$ cat src/rtl/seven_seg_pkg.sv
// Shared glyph constants and polarity helper for the seven-segment display driver.
package seven_seg_pkg;

    // Active-high segment patterns, bit order {g,f,e,d,c,b,a}
    localparam logic [6:0] GLYPH_0    = 7'h3F;
    localparam logic [6:0] GLYPH_1    = 7'h06;
    localparam logic [6:0] GLYPH_2    = 7'h5B;
    localparam logic [6:0] GLYPH_3    = 7'h4F;
    localparam logic [6:0] GLYPH_4    = 7'h66;
    localparam logic [6:0] GLYPH_5    = 7'h6D;
    localparam logic [6:0] GLYPH_6    = 7'h7D;
    localparam logic [6:0] GLYPH_7    = 7'h07;
    localparam logic [6:0] GLYPH_8    = 7'h7F;
    localparam logic [6:0] GLYPH_9    = 7'h6F;
    localparam logic [6:0] GLYPH_A    = 7'h77;
    localparam logic [6:0] GLYPH_B    = 7'h7C;
    localparam logic [6:0] GLYPH_C    = 7'h39;
    localparam logic [6:0] GLYPH_D    = 7'h5E;
    localparam logic [6:0] GLYPH_E    = 7'h79;
    localparam logic [6:0] GLYPH_F    = 7'h71;
    localparam logic [6:0] GLYPH_DASH = 7'h40;
    localparam logic [6:0] GLYPH_OFF  = 7'h00;

    // Converts an active-high pattern to the pin polarity of the display
    function automatic logic [6:0] apply_polarity(input logic [6:0] seg, input logic act_low);
        return act_low ? ~seg : seg;
    endfunction

endpackage

$ cat src/rtl/seven_seg_glyph.sv
// Combinational hex nibble to active-high seven-segment glyph lookup.
module seven_seg_glyph
    import seven_seg_pkg::*;
(
    input  logic [3:0] nibble,
    output logic [6:0] glyph_c
);

    // Unknown nibbles fall through to the dash
    always_comb begin
        glyph_c = GLYPH_DASH;
        case (nibble)
            4'h0:    glyph_c = GLYPH_0;
            4'h1:    glyph_c = GLYPH_1;
            4'h2:    glyph_c = GLYPH_2;
            4'h3:    glyph_c = GLYPH_3;
            4'h4:    glyph_c = GLYPH_4;
            4'h5:    glyph_c = GLYPH_5;
            4'h6:    glyph_c = GLYPH_6;
            4'h7:    glyph_c = GLYPH_7;
            4'h8:    glyph_c = GLYPH_8;
            4'h9:    glyph_c = GLYPH_9;
            4'hA:    glyph_c = GLYPH_A;
            4'hB:    glyph_c = GLYPH_B;
            4'hC:    glyph_c = GLYPH_C;
            4'hD:    glyph_c = GLYPH_D;
            4'hE:    glyph_c = GLYPH_E;
            4'hF:    glyph_c = GLYPH_F;
            default: glyph_c = GLYPH_DASH;
        endcase
    end

endmodule

$ cat src/rtl/seven_seg_scan_driver.sv
// Time-multiplexed N-digit seven-segment scan driver with tear-free frame updates,
// blanking, blinking, decimal points, leading-zero suppression and an anode ghost gap.
module seven_seg_scan_driver
    import seven_seg_pkg::*;
#(
    parameter int unsigned NUM_DIGITS   = 4,
    parameter int unsigned SCAN_DIV     = 50000,
    parameter int unsigned BLINK_FRAMES = 64,
    parameter bit          SEG_ACT_LOW  = 1'b1,
    parameter bit          AN_ACT_LOW   = 1'b1
) (
    input  logic                    clk,
    input  logic                    rst_n,
    input  logic                    load,
    input  logic [4*NUM_DIGITS-1:0] digits_in,
    input  logic [NUM_DIGITS-1:0]   dp_in,
    input  logic [NUM_DIGITS-1:0]   blank_mask,
    input  logic [NUM_DIGITS-1:0]   blink_mask,
    input  logic                    lz_en,
    output logic [6:0]              seg_out,
    output logic                    dp_out,
    output logic [NUM_DIGITS-1:0]   an_out,
    output logic                    frame_tick
);

    localparam int unsigned SCAN_W  = (SCAN_DIV > 1) ? $clog2(SCAN_DIV) : 1;
    localparam int unsigned PTR_W   = (NUM_DIGITS > 1) ? $clog2(NUM_DIGITS) : 1;
    localparam int unsigned BLINK_W = $clog2(BLINK_FRAMES) + 1;
    localparam int unsigned DIG_W   = 4 * NUM_DIGITS;

    localparam logic [SCAN_W-1:0]  SCAN_LAST  = SCAN_W'(SCAN_DIV - 1);
    localparam logic [PTR_W-1:0]   PTR_LAST   = PTR_W'(NUM_DIGITS - 1);
    localparam logic [BLINK_W-1:0] BLINK_LAST = BLINK_W'(BLINK_FRAMES - 1);

    typedef struct packed {
        logic [DIG_W-1:0]      digits;
        logic [NUM_DIGITS-1:0] dp;
        logic [NUM_DIGITS-1:0] blank;
        logic [NUM_DIGITS-1:0] blink;
    } frame_t;

    frame_t                  shadow_q, shadow_d;
    frame_t                  active_q, active_d;
    frame_t                  frame_in_c;
    logic [SCAN_W-1:0]       scan_cnt_q, scan_cnt_d;
    logic [PTR_W-1:0]        ptr_q, ptr_d;
    logic [BLINK_W-1:0]      blink_cnt_q, blink_cnt_d;
    logic                    blink_phase_q, blink_phase_d;
    logic                    slot_end_c, wrap_c;

    logic [3:0]              nibble_c;
    logic [6:0]              glyph_c;
    logic [NUM_DIGITS-1:0]   lz_dark_c;
    logic [NUM_DIGITS-1:0]   an_onehot_c;
    logic                    zero_run_c, dark_c, dp_sel_c;
    logic [6:0]              seg_d;
    logic                    dp_d;
    logic [NUM_DIGITS-1:0]   an_d;
    logic                    frame_tick_d;

    assign frame_in_c = {digits_in, dp_in, blank_mask, blink_mask};

    seven_seg_glyph u_glyph (
        .nibble  (nibble_c),
        .glyph_c (glyph_c)
    );

    // Scan/blink counters and shadow->active frame transfer on the wrap edge
    always_comb begin
        scan_cnt_d    = scan_cnt_q;
        ptr_d         = ptr_q;
        blink_cnt_d   = blink_cnt_q;
        blink_phase_d = blink_phase_q;
        shadow_d      = shadow_q;
        active_d      = active_q;
        frame_tick_d  = 1'b0;

        slot_end_c = (scan_cnt_q == SCAN_LAST);
        wrap_c     = slot_end_c && (ptr_q == PTR_LAST);

        scan_cnt_d = slot_end_c ? '0 : scan_cnt_q + SCAN_W'(1);
        if (slot_end_c) begin
            ptr_d = (ptr_q == PTR_LAST) ? '0 : ptr_q + PTR_W'(1);
        end

        if (load) begin
            shadow_d = frame_in_c;
        end

        // Taking shadow_d lets a load on the wrap edge bypass straight into active
        if (wrap_c) begin
            active_d     = shadow_d;
            frame_tick_d = 1'b1;
            if (blink_cnt_q == BLINK_LAST) begin
                blink_cnt_d   = '0;
                blink_phase_d = ~blink_phase_q;
            end else begin
                blink_cnt_d = blink_cnt_q + BLINK_W'(1);
            end
        end
    end

    // Digit selection, darkening rules and output pattern for the current slot
    always_comb begin
        nibble_c    = '0;
        dark_c      = 1'b0;
        dp_sel_c    = 1'b0;
        an_onehot_c = '0;
        lz_dark_c   = '0;
        zero_run_c  = lz_en;

        for (int k = NUM_DIGITS - 1; k >= 1; k--) begin
            zero_run_c   = zero_run_c & (active_q.digits[4*k +: 4] == 4'h0);
            lz_dark_c[k] = zero_run_c;
        end

        for (int k = 0; k < NUM_DIGITS; k++) begin
            if (ptr_q == PTR_W'(k)) begin
                nibble_c       = active_q.digits[4*k +: 4];
                dark_c         = active_q.blank[k] | (active_q.blink[k] & ~blink_phase_q)
                                 | lz_dark_c[k];
                dp_sel_c       = active_q.dp[k];
                an_onehot_c[k] = (scan_cnt_q != '0);
            end
        end

        seg_d = apply_polarity(dark_c ? GLYPH_OFF : glyph_c, SEG_ACT_LOW);
        dp_d  = (dp_sel_c & ~dark_c) ^ SEG_ACT_LOW;
        an_d  = an_onehot_c ^ {NUM_DIGITS{AN_ACT_LOW}};
    end

    always_ff @(posedge clk or negedge rst_n) begin
        if (!rst_n) begin
            scan_cnt_q    <= '0;
            ptr_q         <= '0;
            blink_cnt_q   <= '0;
            blink_phase_q <= 1'b1;
            shadow_q      <= '0;
            active_q      <= '0;
            seg_out       <= {7{SEG_ACT_LOW}};
            dp_out        <= SEG_ACT_LOW;
            an_out        <= {NUM_DIGITS{AN_ACT_LOW}};
            frame_tick    <= 1'b0;
        end else begin
            scan_cnt_q    <= scan_cnt_d;
            ptr_q         <= ptr_d;
            blink_cnt_q   <= blink_cnt_d;
            blink_phase_q <= blink_phase_d;
            shadow_q      <= shadow_d;
            active_q      <= active_d;
            seg_out       <= seg_d;
            dp_out        <= dp_d;
            an_out        <= an_d;
            frame_tick    <= frame_tick_d;
        end
    end

endmodule
$ cat config.mk
export PLATFORM = sky130hd
export DESIGN_NAME = seven_seg_scan_driver
export DESIGN_NICKNAME = d
export VERILOG_FILES = /design/src/rtl/seven_seg_pkg.sv /design/src/rtl/seven_seg_glyph.sv /design/src/rtl/seven_seg_scan_driver.sv
export SDC_FILE = /design/constraint.sdc
export NUM_CORES = 1
export LEC_CHECK = 0
export CORE_MARGIN = 2
export CORE_UTILIZATION = 38
export CTS_BUF_LIST = sky130_fd_sc_hd__clkbuf_2
export CTS_CLUSTER_SIZE = 14
export DETAILED_ROUTE_END_ITERATION = 8
export DONT_BUFFER_PORTS = 1
export GPL_TIMING_DRIVEN = 0
export PLACE_DENSITY_LB_ADDON = 0.1
export SYNTH_ARGS = -nofsm -noshare
export SYNTH_HDL_FRONTEND = slang
export SYNTH_SLANG_ARGS = --single-unit
$ cat constraint.sdc
create_clock -name clk -period 2.8 [get_ports clk]
set_input_delay 0.56 -clock clk [delete_from_list [all_inputs] [get_ports clk]]
set_output_delay 0.56 -clock clk [all_outputs]
set_load 0.01 [all_outputs]
==> reports/metrics.cfg <==
[route]
postRouteAntennaNets=0
top_layer_used=met4
wl_per_cell_microns=16.2
wirelength_microns=8270
num_vias=2622
drc=0
met1Wirelength_microns=3780
firstDrtPassIters=4
vias_per_cell=5.14
dr_wl_met3_microns=324
wl_met2_microns=4050
drtIter0Drc=128

[logic_synthesis]
seq_area_frac_synth_pct=55.5
avgSynthCellArea_sq_um=12.2
yosysWarningCount=0
synth-edff-count=0
async_flop_share_pct=100
synth_cell_types=43
syn_inst=352
syn_area_sq_um=4310
ys_ff_latch=95
synth_ff_type=dfrtp_1
syn_nets=397

[status]
status=finished clean

[critical_path]
worstSetupPathType=reg -> reg
path_common_cell=clkbuf_1
rr_startpoint=ptr_q[0]
cp-end-kind=register
crit_path_cell_trace=ha_1 -> clkbuf_1 -> clkbuf_1 -> o21ai_0 -> a221oi_4 -> o221ai_1
critical_path_required_ns=3.30
cpPeakStageDelay_ns=0.51
rrSetupSlack_ns=0.25
crit_path_start_kind=register
critPathSlowestCell=a221oi_4
cp.depth=6
crit_family=compound AO/OA/AOI/OAI gates
cp.arrival_ns=3.05
r2r_end=seg_out[1]
reg2reg_depth=6
path_buf_inv=2
cp_max_fo=10

[sta]
fmax_mhz=392
finalSetupViolCount=0
fin_crit_sh_pct=91.0
clock_skew_ns=0.0316
relSlewSlack_pct=50.8
fin_tns_setup_ns=0
hold_viol=0
period_needed_ns=2.55
worst_pin_slew_ns=0.738
slew_violations=0

[floorplan]
die_y_microns=111
initial_core_util_pct=39.4
num_io_pins=45
die-width_microns=111
fp.dieArea_sq_um=12200
core_area_sq_um=10900
num_rows=38

[pwr]
leakagePower_uw=0.00207
p_int_uw=1660
total_power_uw=2280
p_comb_share_pct=7.8
clkPwrFrac_pct=26.9
p_sw_uw=614
powerDensity_nw_per_um2=489
max-vdd-ir-drop_v=0.000207
swShare_pct=27.0
seqPwrFrac_pct=65.3

[cts]
clk_latency_ns=0.56
clk_pin_slew_worst_paths_ns=0.27
post_cts_buffers=0
htree_num_levels=3
cts.sinks=95
root_buffer=clkbuf_2
numCtsBuffers=9
cts_tree=done
clk_path_buf_depth=2

[global_route]
first_global_vias=2700
antenna_found_initial=0
overflow=0
track_usage_pct=14.2
grt_pass1_wl_microns=14000
grt_max_degree=96

[placement]
port-buffer-count=0
dpl.hpwl_microns=5760
routabilityCongestion=0.746

[worst_hold_path]
worstHoldPathCells=1
holdPathEnd=shadow_q[11]
hp-start=dp_in[3]
hp-class=in -> reg

[cells_and_area]
layout_commonest_cell=dfrtp_1
regArea_sq_um=2390
nets=410
multiInputGateArea_sq_um=1840
drive_gt1_share_pct=27.0
final_cell_mix=dfrtp_1 (82), mux2_2 (58), nand2_1 (27)
antenna_cells=0
fill_cells=1062
areaGrowthSynthToFinish_pct=8.07

[job]
max_cap_viol_count=0

cell families (layout without fill, tap and decap cells):
group	count (synthesis)	in the layout	share of synthesized area [%]
compound gates	38	38	6.38
fa+ha+maj	13	13	3.77
flops	95	95	55.5
xor+xnor	17	17	3.45
buf+inv	24	42	2.70
mux	59	59	15.4
simple gates	106	106	12.8
how the worst max path moves through the flow:
stage	end	startpoint	slack, ns
after floorplan	seg_out[3]	ptr_q[0]	0.19
after detailed placement	seg_out[3]	ptr_q[0]	-0.18
final	seg_out[1]	ptr_q[0]	0.25
after global placement	seg_out[3]	ptr_q[0]	-0.51
after global routing	seg_out[1]	ptr_q[0]	-0.0006
after CTS	seg_out[3]	ptr_q[0]	0.13
layout make-up:
type	count	area share [%]
Sequential cell	95	51.4
Multi-Input combinational cell	233	39.4
Tap cell	140	3.76
Buffer	13	1.64
Clock inverter	7	1.15
Clock buffer	9	0.967
Inverter	11	0.886
Timing Repair Buffer	2	0.806
metal layers:
metal | GRT usage (%) | up-vias
met1 | 19.7 | 1301
met5 | 0 | -
met2 | 22.3 | 43
met4 | 5.00 | 0
met3 | 2.80 | 9
li1 | - | 1269
synthesized netlist by cell type (all sizes together), types with 2 or more instances:
| master | count | share of area, % |
|---|---|---|
| o211ai | 6 | 1.0 |
| nor2 | 20 | 1.7 |
| o311ai | 2 | 0.41 |
| or4 | 2 | 0.52 |
| xor2 | 10 | 2.0 |
| inv | 11 | 0.96 |
| a211oi | 3 | 0.52 |
| buf | 6 | 1.1 |
| nand3 | 20 | 2.3 |
| clkbuf | 7 | 0.61 |
| ha | 13 | 3.8 |
| nor2b | 3 | 0.44 |
| nand2 | 27 | 2.4 |
| nor3 | 9 | 1.0 |
| dfstp | 13 | 7.9 |
| o21ai | 10 | 1.2 |
| o21a | 2 | 0.35 |
| and3 | 6 | 0.87 |
| o211a | 2 | 0.46 |
| mux2 | 58 | 15 |
| o31ai | 3 | 0.52 |
| a21o | 3 | 0.52 |
| a221oi | 2 | 0.41 |
| dfrtp | 82 | 48 |
| nand2b | 4 | 0.58 |
| a221o | 2 | 0.46 |
| nor4 | 6 | 1.2 |
| xnor2 | 7 | 1.4 |
| nand4 | 3 | 0.58 |
| and2 | 2 | 0.29 |
power by group through the flow:
stage / clock [uW] / combinational (uW) / sequential [uW]
2_1_floorplan: 0 / 117 / 1500
3_3_place_gp: 0 / 143 / 1510
3_5_place_dp: 0 / 146 / 1510
4_1_cts: 649 / 181 / 1490
5_1_grt: 706 / 203 / 1500
6_report: 612 / 177 / 1490
stage by stage:
stage          instances  setup WS, ns  area, sq um  util, %  hold slack, ns
3_5_place_dp         492        -0.184         4490     41.0           0.269
3_3_place_gp         492        -0.506         4490     41.0           0.268
5_1_grt              510     -0.000648         4660     42.6          0.0551
6_report             510         0.252         4660     42.6           0.131
2_1_floorplan        352         0.186         4310        -           0.264
4_1_cts              510         0.134         4640     42.4          0.0886
sequential cells by signal, summed over array words and instances, names as in the netlist:
register,cells
ptr_q,2
scan_cnt_q,16
frame_tick,1
seg_out,7
blink_phase_q,1
blink_cnt_q,7
an_out,4
active_q,28
dp_out,1
shadow_q,28
what timing repair did:
action	in CTS	in global routing
hold endpoints to repair	95	0
endpoints found under the setup margin	6	2
resized for setup	2	4
pin swaps	0	0
hold buffers	2	0
(Power assumes the default switching activity.)
